[config.mk]
export PLATFORM = sky130hd
export DESIGN_NAME = fifo_param
export DESIGN_NICKNAME = d
export VERILOG_FILES = /design/src/rtl/fifo_pkg.sv /design/src/rtl/fifo_mem.sv /design/src/rtl/fifo_param.sv
export SDC_FILE = /design/constraint.sdc
export NUM_CORES = 1
export LEC_CHECK = 0
export BUFFER_PORTS_ARGS = -buffer_cell sky130_fd_sc_hd__buf_2
export CORE_MARGIN = 5
export CORE_UTILIZATION = 40
export CTS_CLUSTER_DIAMETER = 60
export DETAILED_ROUTE_END_ITERATION = 6
export GPL_ROUTABILITY_DRIVEN = 0
export PLACE_DENSITY = 0.58
export SETUP_SLACK_MARGIN = 0.2
export SLEW_MARGIN = 10
export SYNTH_ARGS = -nofsm -noshare
export SYNTH_HDL_FRONTEND = slang
export SYNTH_HIERARCHICAL = 1
export SYNTH_SLANG_ARGS = --single-unit
[constraint.sdc]
create_clock -name clk -period 2.4 [get_ports clk]
set_input_delay 0.24 -clock clk [delete_from_list [all_inputs] [get_ports clk]]
set_output_delay 0.24 -clock clk [all_outputs]
set_load 0.01 [all_outputs]
[src/rtl/fifo_pkg.sv]
// Shared constants, width helpers and status-flag type for the parametrised FIFO.
package fifo_pkg;

  localparam int unsigned DefaultDataW = 8;
  localparam int unsigned DefaultDepth = 16;

  function automatic int unsigned addr_w(input int unsigned depth);
    return $clog2(depth);
  endfunction

  // One extra bit so that a completely full FIFO (count == depth) is representable.
  function automatic int unsigned cnt_w(input int unsigned depth);
    return $clog2(depth) + 1;
  endfunction

  typedef struct packed {
    logic full;
    logic ready;
    logic almost_full;
    logic almost_empty;
    logic overflow;
    logic underflow;
  } fifo_status_t;

endpackage

[src/rtl/fifo_mem.sv]
// DEPTH x DATA_W register array: synchronous write port, asynchronous read port.
module fifo_mem #(
  parameter int unsigned DATA_W = 8,
  parameter int unsigned DEPTH  = 16,
  parameter int unsigned ADDR_W = $clog2(DEPTH)
) (
  input  logic              clk,
  input  logic              we,
  input  logic [ADDR_W-1:0] waddr,
  input  logic [DATA_W-1:0] wdata,
  input  logic [ADDR_W-1:0] raddr,
  output logic [DATA_W-1:0] rdata
);

  // Contents are deliberately not reset; only pointers define what is valid.
  logic [DATA_W-1:0] mem [DEPTH];

  always_ff @(posedge clk) begin
    if (we) begin
      mem[waddr] <= wdata;
    end
  end

  assign rdata = mem[raddr];

endmodule

[src/rtl/fifo_param.sv]
// Parametrised single-clock FIFO with occupancy count, threshold flags and error pulses.
// Define FIFO_FWFT_EN for first-word-fall-through output; default is 1-cycle registered read.
module fifo_param
  import fifo_pkg::*;
#(
  parameter int unsigned DATA_W   = DefaultDataW,
  parameter int unsigned DEPTH    = DefaultDepth,  // power of two, >= 4
  parameter int unsigned AF_LEVEL = DEPTH - 2,
  parameter int unsigned AE_LEVEL = 2
) (
  input  logic                    clk,
  input  logic                    rst,
  input  logic                    wr,
  input  logic                    rd,
  input  logic [DATA_W-1:0]       data_in,
  output logic [DATA_W-1:0]       data_out,
  output logic                    rd_valid,
  output logic                    full,
  output logic                    ready,
  output logic                    almost_full,
  output logic                    almost_empty,
  output logic                    overflow,
  output logic                    underflow,
  output logic [$clog2(DEPTH):0]  count
);

  localparam int unsigned ADDR_W = addr_w(DEPTH);
  localparam int unsigned CNT_W  = cnt_w(DEPTH);

  // Pointers carry a wrap bit above the address bits.
  logic [ADDR_W:0]   wptr_q, wptr_d;
  logic [ADDR_W:0]   rptr_q, rptr_d;
  logic [CNT_W-1:0]  count_q, count_d;
  logic              overflow_q, underflow_q;
  logic              rd_acc, wr_acc;
  logic [DATA_W-1:0] mem_rdata;
  fifo_status_t      status;

  fifo_mem #(
    .DATA_W (DATA_W),
    .DEPTH  (DEPTH),
    .ADDR_W (ADDR_W)
  ) u_mem (
    .clk   (clk),
    .we    (wr_acc),
    .waddr (wptr_q[ADDR_W-1:0]),
    .wdata (data_in),
    .raddr (rptr_q[ADDR_W-1:0]),
    .rdata (mem_rdata)
  );

  always_comb begin
    status              = '0;
    status.full         = (count_q == CNT_W'(DEPTH));
    status.ready        = (count_q != '0);
    status.almost_full  = (count_q >= CNT_W'(AF_LEVEL));
    status.almost_empty = (count_q <= CNT_W'(AE_LEVEL));
    status.overflow     = overflow_q;
    status.underflow    = underflow_q;
  end

  // A full FIFO still accepts a write when a read frees a slot in the same cycle.
  assign rd_acc = rd & status.ready;
  assign wr_acc = wr & (~status.full | rd_acc);

  always_comb begin
    wptr_d  = wptr_q;
    rptr_d  = rptr_q;
    count_d = count_q;
    if (wr_acc) wptr_d = wptr_q + (ADDR_W + 1)'(1);
    if (rd_acc) rptr_d = rptr_q + (ADDR_W + 1)'(1);
    unique case ({wr_acc, rd_acc})
      2'b10:   count_d = count_q + CNT_W'(1);
      2'b01:   count_d = count_q - CNT_W'(1);
      default: count_d = count_q;
    endcase
  end

  always_ff @(posedge clk or negedge rst) begin
    if (!rst) begin
      wptr_q      <= '0;
      rptr_q      <= '0;
      count_q     <= '0;
      overflow_q  <= 1'b0;
      underflow_q <= 1'b0;
    end else begin
      wptr_q      <= wptr_d;
      rptr_q      <= rptr_d;
      count_q     <= count_d;
      overflow_q  <= wr & ~wr_acc;
      underflow_q <= rd & ~rd_acc;
    end
  end

`ifdef FIFO_FWFT_EN
  // Head word is presented combinationally; rd only acknowledges it.
  assign data_out = status.ready ? mem_rdata : '0;
  assign rd_valid = status.ready;
`else
  logic [DATA_W-1:0] data_q;
  logic              rd_valid_q;

  always_ff @(posedge clk or negedge rst) begin
    if (!rst) begin
      data_q     <= '0;
      rd_valid_q <= 1'b0;
    end else begin
      rd_valid_q <= rd_acc;
      if (rd_acc) data_q <= mem_rdata;
    end
  end

  assign data_out = data_q;
  assign rd_valid = rd_valid_q;
`endif

  assign full         = status.full;
  assign ready        = status.ready;
  assign almost_full  = status.almost_full;
  assign almost_empty = status.almost_empty;
  assign overflow     = status.overflow;
  assign underflow    = status.underflow;
  assign count        = count_q;

endmodule
# [Yosys cells after proc, flatten, opt, wreduce, memory -nomap -nowiden]
# Memories as Yosys holds them, arrays and structs flattened. A register that Yosys moved wholly into a read port is not among the register bits.
# Index checks and enable logic that the tools add are counted.
[word_totals] mem_bits_rw=128 inputBits=12 regBits=18 output_inout_bits=20 n_memories=1
[classes] addsub=4 eq_ne=3 order_cmp=2 reduce_logical=3 mux=3 n_bitwise=8
[mem_list] name="u_mem.mem" depth=16 word_bits=8 rd=1 rd_clocked_by_memory_dff=1 write_ports=1 line_no="fifo_mem.sv:16" text="logic [DATA_W-1:0] mem [DEPTH];"
[op_table] op="adder 5 x 1 -> 5 bit (second input constant)" count=3
[op_table] op="case mux 5 bit (2 select lines)" count=1
[op_table] op="== test 5 bit (second input constant)" count=1
[op_table] op="greater-or-equal comparator 5 x 4 -> 1 bit (second input constant)" count=1
[op_table] op="<= comparator 5 x 2 -> 1 bit (second input constant)" count=1
[op_table] op="nonzero test 5 bit" count=1
[op_table] op="subtractor 5 x 1 -> 5 bit (second input constant)" count=1
[op_table] op="bitwise AND 1 bit" count=4
[op_table] op="NOT 1 bit" count=3
[op_table] op="== test 2 x 1 -> 1 bit (second input constant)" count=1
[op_table] op="== test 2 bit (second input constant)" count=1
[op_table] op="2-to-1 mux 1 bit" count=2
[op_table] op="nonzero test 2 bit" count=1
[op_table] op="logical NOT 1 bit" count=1
[op_table] op="OR 1 bit" count=1

# [Depth between registers and ports, before layout]
[logic_depth] word_depth=6 depth_mapped=10

# [By module]
# The synthesis kept the hierarchy.
[by_module_without_submodules] module="fifo_mem" n_inst=1 area_each_um2=4987.3 cells_per_inst=221
[by_module_without_submodules] module="fifo_param" n_inst=1 area_each_um2=1217.4 cells_per_inst=127

# [Least setup slack after synthesis]
# No wires, ideal clock.
[synth_path] path_kind="reg2reg" start="reg count_q[1] (netlist: count[1])" end="reg count_q[3] (netlist: count[3])" path_slack_ps=-89 path_stages_with_launch=10 path_buffers=0 t_required_ps=2269 arrival_time_ps=2359 path_cell_list="dfrtp_1 > or4_4 > o21ai_4 > nor2_2 > ha_1 > a21o_1 > a21oi_1 > xnor2_1 > a221oi_1 > nand3_1"
[synth_via] elab_chain_cells=6 word_cells_on_any_way=12 classes_between="2 x add/sub; 3 x eq/ne; 1 x mux; 4 x bitwise; 2 x reduce/logical"
[synth_lines] element="start, declared" line_no="fifo_param.sv:33" text="logic [CNT_W-1:0] count_q, count_d;"
[synth_lines] element="start signal, assigned" line_no="fifo_param.sv:89" text="count_q <= count_d;"
[synth_lines] element="nonzero test 5 bit / == test 5 bit (equally long branches)" line_no="fifo_param.sv:55, fifo_param.sv:54"
[synth_lines] element="bitwise AND 1 bit / NOT 1 bit (equally long branches)" line_no="fifo_param.sv:63, fifo_param.sv:64"
[synth_lines] element="OR 1 bit" line_no="fifo_param.sv:64" text="assign wr_acc = wr & (~status.full | rd_acc);"
[synth_lines] element="bitwise AND 1 bit" line_no="fifo_param.sv:64"
[synth_lines] element="== test 2 x 1 -> 1 bit / == test 2 bit (equally long branches)" line_no="fifo_param.sv:72" text="unique case ({wr_acc, rd_acc})"
[synth_lines] element="case mux 5 bit (2 select lines) / nonzero test 2 bit (equally long branches)"
# Several ways; a longest one is shown, not always the timed one.
# A chain may end at the register's enable or synchronous reset.

# [Worst setup path after layout]
[layout_path] start="reg count_q[0] (netlist: count[0])" end="reg count_q[4] (netlist: count[4])"
# The elaborated chain is that of the path after synthesis.

==> metrics.csv <==
stage,metric,value,unit
layout,area_growth,20.8,%
clocking,clock_latency,0.41,ns
logic_synthesis,syn_area_per_cell,17.8,um^2
pwr,pwr-share-comb,32.3,%
logic_synthesis,yosysTopAreaCell,edfxtp_1,
layout,mostFrequentLayoutCells,"edfxtp_1 (128), nand2_1 (44), buf_2 (31)",
floorplan,die_w,135,um
worst_setup_path,crit_path_cell_trace,"or4_4, o21ai_4, nor2_4, buf_6, inv_2, fa_2, nor2b_1, o21ai_2, nand2_2, mux2i_1, a21o_1",
drt,via_count,3358,
worst_setup_path,reg2reg_from,count[0],
logic_synthesis,synth_area,0.00620,mm^2
pwr,peakVddDrop,0.593,mV
global_routing,grt_use_total,14.6,%
clocking,clock-sinks,152,
global_routing,grt_first_pass_wirelength,19500,um
drt,drcViolationCount,0,
clocking,cts_max_path_buffers,2,
place,port_buffers,31,
min_path,min_from,data_in[0],
pwr,pwr-share-clk,28.8,%
clocking,cts_root_buffer,clkbuf_16,
floorplan,die_area,0.0181,mm^2
timing,setup-violations-final,0,
layout,drive_above_1_share,32.1,%
layout,diodes,0,
worst_setup_path,slowest_stage,or4_4,
worst_setup_path,worst_setup_path_start_kind,flop,
logic_synthesis,synthArstFlopShare,15.8,%
logic_synthesis,yosys_warnings,6,
pwr,p_leak,2.69,nW
min_path,hp-class,in -> reg,
floorplan,start_util,40.8,%
place,detailed_place_hpwl,7620,um
pwr,switchingPower,0.00276,W
layout,finish.utilization,49.3,%
worst_setup_path,worstSetupPathType,reg -> reg,
global_routing,grt_start_max_net_pins,36,
timing,tightest_slew,0.726,ns
layout,mostFrequentLayoutCell,edfxtp_1,
timing,finalCritPeriodShare,95.2,%
drt,viasPerCell,5.46,
drt,ant_nets,0,
status,status,finished clean,
place,post_dp_cell_area,0.00671,mm^2
layout,multi_input_area,0.00177,mm^2
layout,finalNonFillerCells,615,
logic_synthesis,synth-seq-cells,152,
timing,clock_skew,0.00795,ns
pwr,swShare,30.5,%
layout,seq_area,0.00445,mm^2
timing,grt_setup_unrepaired,true,
pwr,powerDensity,1210,mW/mm^2
drt,first_iter_violations,220,
drt,first_pass_iters,6,
global_routing,grt_antenna_before_repair,0,
timing,timing.fmax,0.438,GHz
logic_synthesis,syn-instance-count,348,
drt,post_drt_wl_per_cell,20.5,um
clocking,cts-buffers-inserted,17,
timing,final.setup.tns,0,ns
timing,drv_slew,0,
pwr,internal_power,0.00629,W
floorplan,top_level_ports,32,
worst_setup_path,critPathArrivalTime,2.58,ns
job,maxCapViolCount,0,
logic_synthesis,synth_top_area_share,61.9,%
timing,fin_crit,2.28,ns
logic_synthesis,syn_nets,366,
worst_setup_path,startpoint,count[0],
clocking,h-tree-depth,4,
place,place_ws,0.0146,ns
global_routing,grt_pass1_vias,3348,
pwr,p_seq_share,38.9,%
layout,final_area,0.00750,mm^2
logic_synthesis,synthTopCellsByArea,"edfxtp_1 (62%), dfrtp_1 (9.7%), mux4_2 (6.5%)",
floorplan,core,0.0152,mm^2
floorplan,die_h,135,um
layout,final_nets,432,
drt,wl,12600,um
floorplan,rows,45,
worst_setup_path,end_kind,flop,
global_routing,overflow,0,
clocking,clk_pin_slew,0.06,ns
logic_synthesis,synth-edff-count,128,
clocking,cts_tree,done,
timing,slew-limit-headroom,51.5,%
place,placed_cells,574,
logic_synthesis,synthFlopType,edfxtp_1,
worst_setup_path,crit_family,simple AND/OR/NAND/NOR gates,
worst_setup_path,path_buf_inv,2,
worst_setup_path,max_stage_delay,0.56,ns
layout,fillers,1252,
timing,worst_slack,0.116,ns
worst_setup_path,cp_max_fo,4,
worst_setup_path,cp.required,2.70,ns
timing,final-hold-violation-count,0,
logic_synthesis,synth-seq-area-share,71.6,%
logic_synthesis,ys_types,44,
-- sequential cells by signal (all words and copies together), names as in the netlist --
register   cells
u_mem/mem    128
overflow       1
underflow      1
rptr_q         4
data_out       8
count          5
rd_valid       1
wptr_q         4
-- cells in the mapped netlist, types with 2 or more instances --
cell / instances
a21oi_1: 3
nand4_1: 2
nand2b_1: 3
mux4_2: 18
nand3_1: 5
edfxtp_1: 128
clkbuf_1: 2
nor2b_1: 5
buf_6: 3
dfrtp_1: 24
and3_1: 2
and2_1: 2
inv_1: 7
nor3_1: 4
nand3b_1: 3
a21o_1: 2
nor2_1: 16
nand2_1: 45
o21ai_0: 4
xnor2_1: 7
ha_1: 5
mux4_1: 14
clkdlybuf4s25_2: 3
buf_2: 6
a22oi_1: 16
-- stage by stage --
stage                     hold WS (ns)  power, W
after floorplan                -0.0556   0.00538
after global placement           0.263   0.00620
after detailed placement         0.275   0.00626
after CTS                        0.196   0.00896
after global routing             0.204   0.00953
final                            0.217   0.00905
-- path summary, 6_finish.rpt --
kind	endpoint	slack (ns)	depth (start not counted)
max in group asynchronous	rptr_q[0]	1.62	2
min in group asynchronous	count[1]	0.36	2
setup / recovery	count[4]	0.12	11
hold reg to reg	data_out[0]	0.47	2
hold / removal	u_mem/mem[15][0]	0.22	1
setup reg to reg	count[4]	0.12	11
-- layout make-up --
type | count | area share (%)
inverter | 7 | 0.401
tap | 188 | 3.14
timing repair buffer | 62 | 5.81
clock buffer | 24 | 6.03
sequential | 152 | 59.4
multi-input combinational | 174 | 23.6
clock inverter | 8 | 1.64
-- cell families (layout without fill, tap and decap cells) --
logic type,Yosys count,after routing,share of synthesized area [%]
compound gates,34,34,4.03
xor+xnor,8,8,1.13
fa+ha+maj,6,6,1.33
buf+inv,22,101,2.18
flops,152,152,71.6
mux,34,34,12.9
simple gates,92,92,6.84
-- routing by layer --
| layer | up-vias | part of all wire, % | global-route usage (%) |
|---|---|---|---|
| met4 | 0 | 1.1 | 4.41 |
| met1 | 1722 | 44 | 19.7 |
| li1 | 1509 | - | - |
| met5 | - | 0 | 0 |
| met2 | 110 | 49 | 23.4 |
| met3 | 17 | 5.6 | 3.91 |
-- power by group through the flow --
stage | Combinational (W) | Clock (W) | Sequential [W]
6_report | 0.00292 | 0.00261 | 0.00352
5_1_grt | 0.00318 | 0.00278 | 0.00356
4_1_cts | 0.00277 | 0.00267 | 0.00352
3_5_place_dp | 0.00269 | 0 | 0.00357
3_3_place_gp | 0.00266 | 0 | 0.00354
2_1_floorplan | 0.00177 | 0 | 0.00362
-- what timing repair did --
action | CTS | global route
hold buffers | 1 | 0
cloned | 0 | 0
pin swaps | 7 | 3
setup buffers | 5 | 3
resized for setup | 9 | 17
endpoints found under the setup margin | 67 | 60
endpoints found under the hold margin | 24 | 0
(Power assumes the default switching activity.)
